## src/rtl/alu_op_sequencer_pkg.sv

```systemverilog
// Shared opcode constants, sequencer state encoding and default widths
// used by both the ALU and the sequencer.
package alu_op_sequencer_pkg;

    localparam int DEF_ADDR_W = 6;
    localparam int DEF_DATA_W = 32;
    localparam int OP_W       = 5;

    typedef enum logic [OP_W-1:0] {
        A_NOP = 5'd0,
        A_ADD = 5'd1,
        A_SUB = 5'd2,
        A_AND = 5'd3,
        A_OR  = 5'd4,
        A_XOR = 5'd5,
        A_NOR = 5'd6
    } alu_op_e;

    typedef enum logic [2:0] {
        S_IDLE  = 3'd0,
        S_READ  = 3'd1,
        S_EXEC  = 3'd2,
        S_WRITE = 3'd3,
        S_DONE  = 3'd4
    } seq_state_e;

    // Only real arithmetic/logic ops produce a RAM write; NOP and unknown codes do not.
    function automatic logic op_writes(input logic [OP_W-1:0] op);
        return (op >= A_ADD) && (op <= A_NOR);
    endfunction

    function automatic logic op_illegal(input logic [OP_W-1:0] op);
        return op > A_NOR;
    endfunction

endpackage

```

## src/rtl/alu_op_sequencer_if.sv

```systemverilog
// Command, dual-port RAM, external ALU and status signals of the sequencer.
// master = sequencer side, slave = surrounding RAM/ALU/command source.
interface alu_op_sequencer_if #(
    parameter int ADDR_W = alu_op_sequencer_pkg::DEF_ADDR_W,
    parameter int DATA_W = alu_op_sequencer_pkg::DEF_DATA_W
);
    import alu_op_sequencer_pkg::*;

    logic              cmd_valid;
    logic              cmd_ready;
    logic [OP_W-1:0]   cmd_op;
    logic [ADDR_W-1:0] cmd_src_a;
    logic [ADDR_W-1:0] cmd_src_b;
    logic [ADDR_W-1:0] cmd_dst;

    logic [ADDR_W-1:0] ram_addr_a;
    logic [ADDR_W-1:0] ram_addr_b;
    logic [DATA_W-1:0] ram_dout_a;
    logic [DATA_W-1:0] ram_dout_b;
    logic              ram_we;
    logic [DATA_W-1:0] ram_din;

    logic [DATA_W-1:0] ALU_A;
    logic [DATA_W-1:0] ALU_B;
    logic [OP_W-1:0]   ALU_OP;
    logic [DATA_W-1:0] ALU_OUT;

    logic              done;
    logic [DATA_W-1:0] result;
    logic              zero;
    logic              err_op;

    modport master (
        input  cmd_valid, cmd_op, cmd_src_a, cmd_src_b, cmd_dst,
        input  ram_dout_a, ram_dout_b, ALU_OUT,
        output cmd_ready, ram_addr_a, ram_addr_b, ram_we, ram_din,
        output ALU_A, ALU_B, ALU_OP, done, result, zero, err_op
    );

    modport slave (
        output cmd_valid, cmd_op, cmd_src_a, cmd_src_b, cmd_dst,
        output ram_dout_a, ram_dout_b, ALU_OUT,
        input  cmd_ready, ram_addr_a, ram_addr_b, ram_we, ram_din,
        input  ALU_A, ALU_B, ALU_OP, done, result, zero, err_op
    );

endinterface

```

## src/rtl/alu_op_sequencer.sv

```systemverilog
// Purpose: reads two RAM operands, runs them through an external ALU, writes the result back.
// Latency: done pulses 4 cycles after the accepting handshake; one command per 5 cycles.
// Backpressure: cmd_ready is high only in IDLE; command inputs are ignored in every other state.
module alu_op_sequencer #(
    parameter int ADDR_W = alu_op_sequencer_pkg::DEF_ADDR_W,
    parameter int DATA_W = alu_op_sequencer_pkg::DEF_DATA_W
) (
    input  logic               clk,
    input  logic               rst,
    alu_op_sequencer_if.master bus
);
    import alu_op_sequencer_pkg::*;

    seq_state_e        state_q;
    seq_state_e        state_d;
    logic [OP_W-1:0]   op_q;
    logic [ADDR_W-1:0] src_a_q;
    logic [ADDR_W-1:0] src_b_q;
    logic [ADDR_W-1:0] dst_q;
    logic [DATA_W-1:0] result_q;
    logic              zero_q;
    logic              accept;

    assign accept = (state_q == S_IDLE) && bus.cmd_valid;

    always_ff @(posedge clk or posedge rst) begin
        if (rst) begin
            state_q <= S_IDLE;
        end else begin
            state_q <= state_d;
        end
    end

    always_ff @(posedge clk or posedge rst) begin
        if (rst) begin
            op_q    <= '0;
            src_a_q <= '0;
            src_b_q <= '0;
            dst_q   <= '0;
        end else if (accept) begin
            op_q    <= bus.cmd_op;
            src_a_q <= bus.cmd_src_a;
            src_b_q <= bus.cmd_src_b;
            dst_q   <= bus.cmd_dst;
        end
    end

    // NOP and illegal opcodes force a zero result regardless of what the ALU returns.
    always_ff @(posedge clk or posedge rst) begin
        if (rst) begin
            result_q <= '0;
            zero_q   <= 1'b0;
        end else if (state_q == S_EXEC) begin
            if (op_writes(op_q)) begin
                result_q <= bus.ALU_OUT;
                zero_q   <= (bus.ALU_OUT == '0);
            end else begin
                result_q <= '0;
                zero_q   <= 1'b1;
            end
        end
    end

    always_comb begin
        state_d        = state_q;
        bus.cmd_ready  = 1'b0;
        bus.ram_addr_a = '0;
        bus.ram_addr_b = '0;
        bus.ram_we     = 1'b0;
        bus.ram_din    = '0;
        bus.ALU_A      = '0;
        bus.ALU_B      = '0;
        bus.ALU_OP     = A_NOP;
        bus.done       = 1'b0;
        bus.err_op     = 1'b0;
        case (state_q)
            S_IDLE: begin
                bus.cmd_ready = 1'b1;
                if (bus.cmd_valid) begin
                    state_d = S_READ;
                end
            end
            S_READ: begin
                bus.ram_addr_a = src_a_q;
                bus.ram_addr_b = src_b_q;
                state_d        = S_EXEC;
            end
            S_EXEC: begin
                bus.ALU_A  = bus.ram_dout_a;
                bus.ALU_B  = bus.ram_dout_b;
                bus.ALU_OP = op_q;
                state_d    = S_WRITE;
            end
            S_WRITE: begin
                bus.ram_addr_a = dst_q;
                bus.ram_we     = op_writes(op_q);
                bus.ram_din    = result_q;
                state_d        = S_DONE;
            end
            S_DONE: begin
                bus.done   = 1'b1;
                bus.err_op = op_illegal(op_q);
                state_d    = S_IDLE;
            end
            default: state_d = S_IDLE;
        endcase
    end

    assign bus.result = result_q;
    assign bus.zero   = zero_q;

endmodule

```

## src/flat_wrapper.sv

```systemverilog
// flat-port wrapper written by rule: the top's interface ports become plain ports
module alu_op_sequencer_flat import alu_op_sequencer_pkg::*;
#(
    parameter int ADDR_W = alu_op_sequencer_pkg::DEF_ADDR_W,
    parameter int DATA_W = alu_op_sequencer_pkg::DEF_DATA_W
)
  (clk, rst, bus_cmd_valid, bus_cmd_op, bus_cmd_src_a, bus_cmd_src_b, bus_cmd_dst, bus_ram_dout_a, bus_ram_dout_b, bus_ALU_OUT, bus_cmd_ready, bus_ram_addr_a, bus_ram_addr_b, bus_ram_we, bus_ram_din, bus_ALU_A, bus_ALU_B, bus_ALU_OP, bus_done, bus_result, bus_zero, bus_err_op);
  alu_op_sequencer_if #(.ADDR_W(ADDR_W), .DATA_W(DATA_W)) bus_i ();
  input  logic clk;
  input  logic rst;
  input wire logic [$bits(bus_i.cmd_valid)-1:0] bus_cmd_valid;
  input wire logic [$bits(bus_i.cmd_op)-1:0] bus_cmd_op;
  input wire logic [$bits(bus_i.cmd_src_a)-1:0] bus_cmd_src_a;
  input wire logic [$bits(bus_i.cmd_src_b)-1:0] bus_cmd_src_b;
  input wire logic [$bits(bus_i.cmd_dst)-1:0] bus_cmd_dst;
  input wire logic [$bits(bus_i.ram_dout_a)-1:0] bus_ram_dout_a;
  input wire logic [$bits(bus_i.ram_dout_b)-1:0] bus_ram_dout_b;
  input wire logic [$bits(bus_i.ALU_OUT)-1:0] bus_ALU_OUT;
  output wire logic [$bits(bus_i.cmd_ready)-1:0] bus_cmd_ready;
  output wire logic [$bits(bus_i.ram_addr_a)-1:0] bus_ram_addr_a;
  output wire logic [$bits(bus_i.ram_addr_b)-1:0] bus_ram_addr_b;
  output wire logic [$bits(bus_i.ram_we)-1:0] bus_ram_we;
  output wire logic [$bits(bus_i.ram_din)-1:0] bus_ram_din;
  output wire logic [$bits(bus_i.ALU_A)-1:0] bus_ALU_A;
  output wire logic [$bits(bus_i.ALU_B)-1:0] bus_ALU_B;
  output wire logic [$bits(bus_i.ALU_OP)-1:0] bus_ALU_OP;
  output wire logic [$bits(bus_i.done)-1:0] bus_done;
  output wire logic [$bits(bus_i.result)-1:0] bus_result;
  output wire logic [$bits(bus_i.zero)-1:0] bus_zero;
  output wire logic [$bits(bus_i.err_op)-1:0] bus_err_op;
  assign bus_i.cmd_valid = bus_cmd_valid;
  assign bus_i.cmd_op = bus_cmd_op;
  assign bus_i.cmd_src_a = bus_cmd_src_a;
  assign bus_i.cmd_src_b = bus_cmd_src_b;
  assign bus_i.cmd_dst = bus_cmd_dst;
  assign bus_i.ram_dout_a = bus_ram_dout_a;
  assign bus_i.ram_dout_b = bus_ram_dout_b;
  assign bus_i.ALU_OUT = bus_ALU_OUT;
  assign bus_cmd_ready = bus_i.cmd_ready;
  assign bus_ram_addr_a = bus_i.ram_addr_a;
  assign bus_ram_addr_b = bus_i.ram_addr_b;
  assign bus_ram_we = bus_i.ram_we;
  assign bus_ram_din = bus_i.ram_din;
  assign bus_ALU_A = bus_i.ALU_A;
  assign bus_ALU_B = bus_i.ALU_B;
  assign bus_ALU_OP = bus_i.ALU_OP;
  assign bus_done = bus_i.done;
  assign bus_result = bus_i.result;
  assign bus_zero = bus_i.zero;
  assign bus_err_op = bus_i.err_op;
  alu_op_sequencer #(.ADDR_W(ADDR_W), .DATA_W(DATA_W)) u_core (.clk(clk), .rst(rst), .bus(bus_i));
endmodule
```

## config.mk

```make
export PLATFORM = sky130hd
export DESIGN_NAME = alu_op_sequencer_flat
export DESIGN_NICKNAME = d
export VERILOG_FILES = /design/src/rtl/alu_op_sequencer_pkg.sv /design/src/rtl/alu_op_sequencer_if.sv /design/src/rtl/alu_op_sequencer.sv /design/src/flat_wrapper.sv
export SDC_FILE = /design/constraint.sdc
export NUM_CORES = 1
export LEC_CHECK = 0
export CORE_AREA = 2 2 106 108
export CTS_BUF_LIST = sky130_fd_sc_hd__clkbuf_8
export DETAILED_ROUTE_END_ITERATION = 8
export DIE_AREA = 0 0 108 110
export PLACE_DENSITY_LB_ADDON = 0.15
export SETUP_SLACK_MARGIN = 0.1
export SKIP_LAST_GASP = 1
export SLEW_MARGIN = 20
export SYNTH_ARGS = -nofsm -noshare
export SYNTH_HDL_FRONTEND = slang
export SYNTH_SLANG_ARGS = --single-unit
```

## constraint.sdc

```tcl
create_clock -name clk -period 5.8 [get_ports clk]
set_input_delay 1.74 -clock clk [delete_from_list [all_inputs] [get_ports clk]]
set_output_delay 1.74 -clock clk [all_outputs]
set_load 0.05 [all_outputs]
```

==> qor.yml, run 1 <==
outcome: "finished, final reports clean"
layout_min_cycle_time_ps: 5000
yosysMostFrequentCell: "and2_1"
area_growth_pct: 94.1
drc: 0
port-buffer-count: 271
rr_worst_depth: 5
syn_inst: 279
drt-initial-drc-count: 173
synth_top_family_by_area: "simple AND/OR/NAND/NOR gates"
p_leak_nw: 2.52
final_nets: 663
path_max_fanout: 1
yosys-top-cells-area: "dfrtp_1 (47%), and2_1 (21%), a22o_1 (10%), mux2_4 (9.5%), clkbuf_1 (1.7%)"
yosys.area_share.simple: 0.262
hold_viol: 0
irDropWorstVdd_mv: 0.350
synth_fa_ha_area_frac: 0
layout-drive-gt1-share: 0.0897
critPathLaunchType: "input pin"
cts_tree: "yes"
vias: 3133
synth-async-reset-ratio: 1.00
postRouteAntennaNets: 0
p_per_area_nw_per_um2: 584
grt_overflow: 0
ctsHoldBuffers: 0
final_util: 0.576
fin_tns_setup_ps: 0
die_x_um: 108
synthMuxAreaShare: 0.105
viasPerCell: 4.56
grt_pass1_vias: 3081
synth.top_cell.area_share: 0.465
yosysSeqAreaShare: 0.465
worstPathArrival_ps: 3260
cts.clk_slew.worst_paths_ps: 70
relSlewSlack: 0.565
rows: 38
synth.avg_cell_area_sq_um: 11.4
yosys_register_bits: 59
tightest_slew_ps: 653
max-cap-violations: 0
worstReg2RegEnd: "u_core.bus.zero"
synth_warnings: 0
synth_flop_cell: "dfrtp_1"
clockBufferDepth: 2
hp-class: "register to register"
min_to: "u_core.bus.zero"
r2r_slack_ps: 3480
initial_core_util: 0.297
cts.sinks: 59
core_sq_um: 10700
synth-compound-area-share: 0.114
grt_max_degree: 72
finalCritPeriodShare: 0.862
gp_congestion: 0.761
die_y_um: 110
cts_htree_levels: 3
grtUsageTotal: 0.190
clk_latency_ps: 330
root_buffer: "clkbuf_8"
r2r-start: "u_core.state_q[1]"
skew_ps: 11.0
rsz0062_at_grt: "no"
grt_pass1_wl_um: 16800
holdPathStages: 1
synth_cell_type_count: 27
timing.fmax_ghz: 0.200
synthTopCellsByCount: "and2_1 (107), dfrtp_1 (59), a22o_1 (38)"
synthesis.nets: 401
synthXorXnorAreaFrac: 0.00276
synth_area_sq_um: 3170
die_area_sq_um: 11900
numCtsBuffers: 9
synth_edf_count: 0
hp-start: "u_core.bus.zero"
antenna_found_initial: 3
ios: 272
synth_largest_area_cell: "dfrtp_1"
cts-resized-gates: 0
totalWireLength_um: 11600
required_ps: 4060
post-dp-hpwl_um: 9300
setup_viol: 0
wire_per_inst_um: 16.9
postCtsSetupRepairBufs: 0
final_max_slew_viol_count: 0
dr.pass1.iters: 4
critPathKind: "input pin to output pin"
crit_path_end_kind: "output pin"
## stage by stage
stage	instance area, sq um	total power [W]	hold WS (ps)	instances	setup slack [ps]
after floorplan	3170	0.00242	472	279	1540
after global placement	5930	0.00317	477	670	774
after detailed placement	5930	0.00319	481	670	781
after CTS	6150	0.00363	496	686	781
after global routing	6160	0.00377	522	686	758
final	6160	0.00360	491	687	800
## layer usage
layer,track usage,up-vias,part of all wire
li1,-,1489,-
met1,0.223,1472,0.39
met2,0.326,156,0.50
met3,0.0629,16,0.097
met4,0.0659,0,0.018
met5,0,-,0
## sequential cells by signal, summed over array words and instances, names as in the netlist
signal	cells
u_core.bus.result	32
u_core.dst_q	6
u_core.src_a_q	6
u_core.src_b_q	6
u_core.op_q	5
u_core.state_q	3
u_core.bus.zero	1
## layout make-up
class	count	area (sq um)
antenna	1	2.50
timing repair buffer	274	2740
multi-input combinational	196	1540
sequential	59	1480
clock inverter	6	88.8
inverter	1	3.75
clock buffer	10	138
tap	140	175
fill	944	4540
## worst max-delay path by stage
stage | start | endpoint | slack, ps | cells past startpoint
2_1_floorplan | u_core.state_q[0] | bus_err_op | 1540 | 2
3_3_place_gp | bus_ram_dout_a[26] | bus_ALU_A[26] | 770 | 3
3_5_place_dp | bus_ram_dout_a[26] | bus_ALU_A[26] | 780 | 3
4_1_cts | bus_ram_dout_a[26] | bus_ALU_A[26] | 780 | 3
5_1_grt | bus_ram_dout_a[25] | bus_ALU_A[25] | 760 | 3
6_report | bus_ram_dout_a[23] | bus_ALU_A[23] | 800 | 3
## worst max-delay path, cell delays in order
cell and delay (ps):
clkdlybuf4s50_1 540, and2_1 170, clkdlybuf4s50_1 810
## logic make-up (layout without fill, tap and decap cells)
kind of cell / after synthesis / after routing
compound gates: 42 / 42
flops: 59 / 59
xor+xnor: 1 / 1
mux: 23 / 23
other cells: 0 / 1
buf+inv: 24 / 291
simple gates: 130 / 130
## power breakdown
group | leakage [nW] | switching, W | internal [W]
sequential | 0.753 | 0.000149 | 0.000599
combinational | 1.66 | 0.00151 | 0.000911
clock | 0.108 | 0.000173 | 0.000253
total | 2.52 | 0.00183 | 0.00176
## layout by cell type, fill, tap and decap left out, types with 2 or more instances in the layout
cell type / count
a22o_1: 38
and2_1: 107
buf_4: 3
bufinv_16: 2
clkbuf_8: 10
clkdlybuf4s50_1: 271
clkinvlp_4: 2
dfrtp_1: 59
mux2_2: 3
mux2_4: 20
nand4_1: 2
nor2_1: 2
nor3b_1: 2
nor4_1: 8
o21a_1: 2
(Power assumes the default switching activity.)
==> run 2, diff against run 1 <==
- CAP_MARGIN: default -> 20
- CELL_PAD_IN_SITES_DETAIL_PLACEMENT: default -> 0
- CELL_PAD_IN_SITES_GLOBAL_PLACEMENT: default -> 1
- CORE_AREA: 2 2 106 108 -> default
- CORE_ASPECT_RATIO: default -> 1.4
- CORE_MARGIN: default -> 2
- CORE_UTILIZATION: default -> 25
- CTS_CLUSTER_SIZE: default -> 28
- DIE_AREA: 0 0 108 110 -> default
==> qor.yml, run 2 (synthesis gave the netlist of run 1 again) <==
outcome: "finished, final reports clean"
netSwitchingPower_w: 0.00183
critPathKind: "input pin to output pin"
grt_max_degree: 72
finalCritPeriodShare: 0.849
final_common_cell: "clkdlybuf4s50_1"
drc: 0
critPathMostFrequentCell: "clkdlybuf4s50_1"
max-cap-violations: 0
timing.fmax_ghz: 0.203
post-dp-hpwl_um: 9070
vias: 3031
antenna_found_initial: 0
area_growth_pct: 93.8
p_leak_nw: 2.52
viasPerCell: 4.35
hold_viol: 0
gp_congestion: 0.763
pwr-share-clk: 0.106
rows: 48
cts_tree: "yes"
die_x_um: 99.2
die_area_sq_um: 13600
place_ws_ps: 886
p_int_w: 0.00173
worstSetupPathDepth: 3
ctsHoldBuffers: 0
pwr-share-seq: 0.210
crit_path_end_kind: "output pin"
clockBufferDepth: 2
layout-drive-gt1-share: 0.0879
setup_viol: 0
cts.sinks: 59
path_max_fanout: 1
rsz0062_at_grt: "no"
grtUsageTotal: 0.167
critPathLaunchType: "input pin"
grt_overflow: 0
fin_tns_setup_ps: 0
critPathTopFamily: "buffers and inverters"
numCtsBuffers: 9
core_sq_um: 12400
required_ps: 4060
clk_latency_ps: 330
layout_common_cells: "clkdlybuf4s50_1 (271), and2_1 (107), dfrtp_1 (59)"
grt_pass1_vias: 3038
dr.pass1.iters: 4
combinationalPowerShare: 0.684
ios: 272
skew_ps: 9.84
largest_reg_flops: 32
worstPathBufferInverterCount: 2
setup_ws_ps: 878
grt_pass1_wl_um: 17600
root_buffer: "clkbuf_8"
rr_worst_depth: 6
wire_per_inst_um: 16.7
totalWireLength_um: 11700
initial_core_util: 0.256
final_max_slew_viol_count: 0
power_switching_share: 0.514
drt-initial-drc-count: 42
cts.clk_slew.worst_paths_ps: 70
cts-resized-gates: 0
postRouteAntennaNets: 0
max_stage_delay_ps: 810
postCtsSetupRepairBufs: 0
holdPathStages: 1
tightest_slew_ps: 651
layout_min_cycle_time_ps: 4920
worstPathArrival_ps: 3180
irDropWorstVdd_mv: 0.264
hp-class: "register to register"
crit_chain: "clkdlybuf4s50_1 -> and2_1 -> clkdlybuf4s50_1"
die_y_um: 137
cts_htree_levels: 3
critPathSlowestCell: "clkdlybuf4s50_1"
relSlewSlack: 0.566
p_per_area_nw_per_um2: 579
final_nets: 664
port-buffer-count: 271
antenna_cells: 0
## run 2: power groups by stage
stage	clock, W	sequential [W]	combinational (W)
final	0.000378	0.000747	0.00244
after global routing	0.000413	0.000780	0.00255
after CTS	0.000395	0.000751	0.00247
after detailed placement	0	0.000754	0.00246
after global placement	0	0.000748	0.00245
after floorplan	0	0.00103	0.00139
## run 2: cell type report
cell class | instances | area, sq um
inverter | 1 | 3.75
clock buffer | 11 | 151
clock inverter | 4 | 50.0
timing repair buffer | 275 | 2740
multi-input combinational | 196 | 1540
fill | 1138 | 6220
sequential | 59 | 1480
tap | 150 | 188
## run 2: final timing paths
check / startpoint / to / slack [ps]
min in group asynchronous: rst / u_core.bus.result[22] / 1630
max in group asynchronous: rst / u_core.bus.result[9] / 3280
setup / recovery: bus_ram_dout_a[27] / bus_ALU_A[27] / 880
hold reg to reg: u_core.bus.zero / u_core.bus.zero / 490
hold / removal: u_core.bus.zero / u_core.bus.zero / 490
setup reg to reg: u_core.state_q[1] / u_core.bus.zero / 3650
## run 2: metal layers
metal	vias up	track usage	routed length [um]
met2	157	0.292	5980
met3	13	0.0477	894
met5	-	0	0
met1	1375	0.197	4570
met4	0	0.0533	208
li1	1486	-	-
## run 2: through the flow
| step | instance area, sq um | hold slack (ps) | power [W] | instances | util |
|---|---|---|---|---|---|
| after floorplan | 3170 | 472 | 0.00242 | 279 | - |
| after global placement | 5950 | 478 | 0.00319 | 681 | 0.481 |
| after detailed placement | 5950 | 483 | 0.00321 | 681 | 0.481 |
| after CTS | 6150 | 496 | 0.00361 | 696 | 0.497 |
| after global routing | 6150 | 525 | 0.00374 | 696 | 0.497 |
| final | 6150 | 489 | 0.00356 | 696 | 0.497 |
==> run 3, diff against run 2 <==
- CORE_UTILIZATION: 25 -> 21
- clock period: 5.8 -> 4 ns (I/O delays scaled with it)
==> qor.yml, run 3 (synthesis gave the netlist of run 1 again) <==
numCtsBuffers: 9
grtUsageTotal: 0.146
critPathSlowestCell: "clkdlybuf4s50_1"
cts_htree_levels: 3
grt_pass1_wl_um: 17900
regArea_sq_um: 1480
worstSetupStartpoint: "u_core.state_q[1]"
cts-resized-gates: 0
cts.clk_slew.worst_paths_ps: 70
layout_min_cycle_time_ps: 3620
relSlewSlack: 0.589
cts_tree: "yes"
rows: 53
critPathTopFamily: "buffers and inverters"
rr_worst_depth: 5
fin_tns_setup_ps: 0
worstReg2RegEnd: "u_core.bus.zero"
required_ps: 2800
die_y_um: 149
max_stage_delay_ps: 800
layout_common_cells: "clkdlybuf4s50_1 (195), and2_1 (107), buf_4 (69)"
timing.fmax_ghz: 0.276
fillers: 1456
wire_per_inst_um: 16.0
r2r_slack_ps: 1990
place_ws_ps: 723
grt_overflow: 0
skew_ps: 14.1
clk_latency_ps: 340
cts.sinks: 59
r2r-start: "u_core.state_q[1]"
vias: 3082
dp_cells: 726
hp-class: "register to register"
worstSetupPathDepth: 4
root_buffer: "clkbuf_8"
antenna_cells: 0
max-cap-violations: 0
final_nets: 667
area_growth_pct: 96.8
antenna_found_initial: 0
p_leak_nw: 2.74
viasPerCell: 4.15
crit_end: "bus_ram_din[0]"
grt_pass1_vias: 3250
ctsHoldBuffers: 0
initial_core_util: 0.213
critPathLaunchType: "register"
clockBufferDepth: 2
port-buffer-count: 271
rsz0062_at_grt: "no"
postRouteAntennaNets: 0
crit_chain: "and3b_2 -> buf_12 -> and2_1 -> clkdlybuf4s50_1"
finalCritPeriodShare: 0.905
ios: 272
core_sq_um: 14900
grt_max_degree: 60
die_area_sq_um: 16100
crit_path_end_kind: "output pin"
setup_ws_ps: 380
worstPathArrival_ps: 2420
p_per_area_nw_per_um2: 862
postCtsSetupRepairBufs: 0
layout-drive-gt1-share: 0.233
multi_input_area_sq_um: 1540
drt-initial-drc-count: 84
gp_congestion: 0.759
dr.pass1.iters: 4
worstPathBufferInverterCount: 2
tightest_slew_ps: 615
post-dp-hpwl_um: 9200
setup_viol: 0
largest_reg_flops: 32
die_x_um: 108
final_cells: 742
irDropWorstVdd_mv: 0.392
path_max_fanout: 27
critPathKind: "register to output pin"
final_max_slew_viol_count: 0
drc: 0
hold_viol: 0
totalWireLength_um: 11900
final_common_cell: "clkdlybuf4s50_1"
outcome: "finished, final reports clean"
==> run 3: cell types whose count changed in the layout (fill, tap and decap cells not counted) <==
cell,delta
buf_12,+14
clkinvlp_4,-1
buf_4,+65
clkinv_4,+2
clkdlybuf4s50_1,-76
bufinv_16,+1
clkinv_2,-1
==> run 3: metrics by stage <==
stage          utilization  cell area, sq um  total power, W  hold WS, ps
2_1_floorplan            -              3170         0.00351          472
3_3_place_gp         0.403              6010         0.00477          476
3_5_place_dp         0.403              6010         0.00478          480
4_1_cts              0.418              6240         0.00546          496
5_1_grt              0.419              6240         0.00567          523
6_report             0.419              6240         0.00538          489
==> run 3: worst min path at each step <==
stage	startpoint	end	slack, ps	cells past startpoint
floorplan	u_core.src_b_q[5]	u_core.src_b_q[5]	470	1
global placement	u_core.bus.zero	u_core.bus.zero	480	1
detailed placement	u_core.bus.zero	u_core.bus.zero	480	1
CTS	u_core.bus.zero	u_core.bus.zero	500	1
global route	u_core.dst_q[4]	u_core.dst_q[4]	520	1
finish	u_core.bus.zero	u_core.bus.zero	490	1
==> run 3: where the power goes <==
part	switching (W)	total [W]	leakage [nW]	internal [W]
logic	0.00224	0.00365	1.87	0.00140
registers	0.000223	0.00109	0.753	0.000868
clock network	0.000258	0.000645	0.116	0.000387
==> run 3: layer usage <==
layer / routed length (um) / GRT usage
met2: 6190 / 0.262
met4: 145 / 0.0462
met1: 4550 / 0.164
met3: 1010 / 0.0440
met5: 0 / 0
==> run 3: area by class of cell <==
cell class                 instances  share of cell area
inverter                           1            0.000601
clock inverter                     5              0.0136
sequential                        59               0.236
multi-input combinational        196               0.246
clock buffer                      11              0.0242
timing repair buffer             278               0.440
tap                              192              0.0385
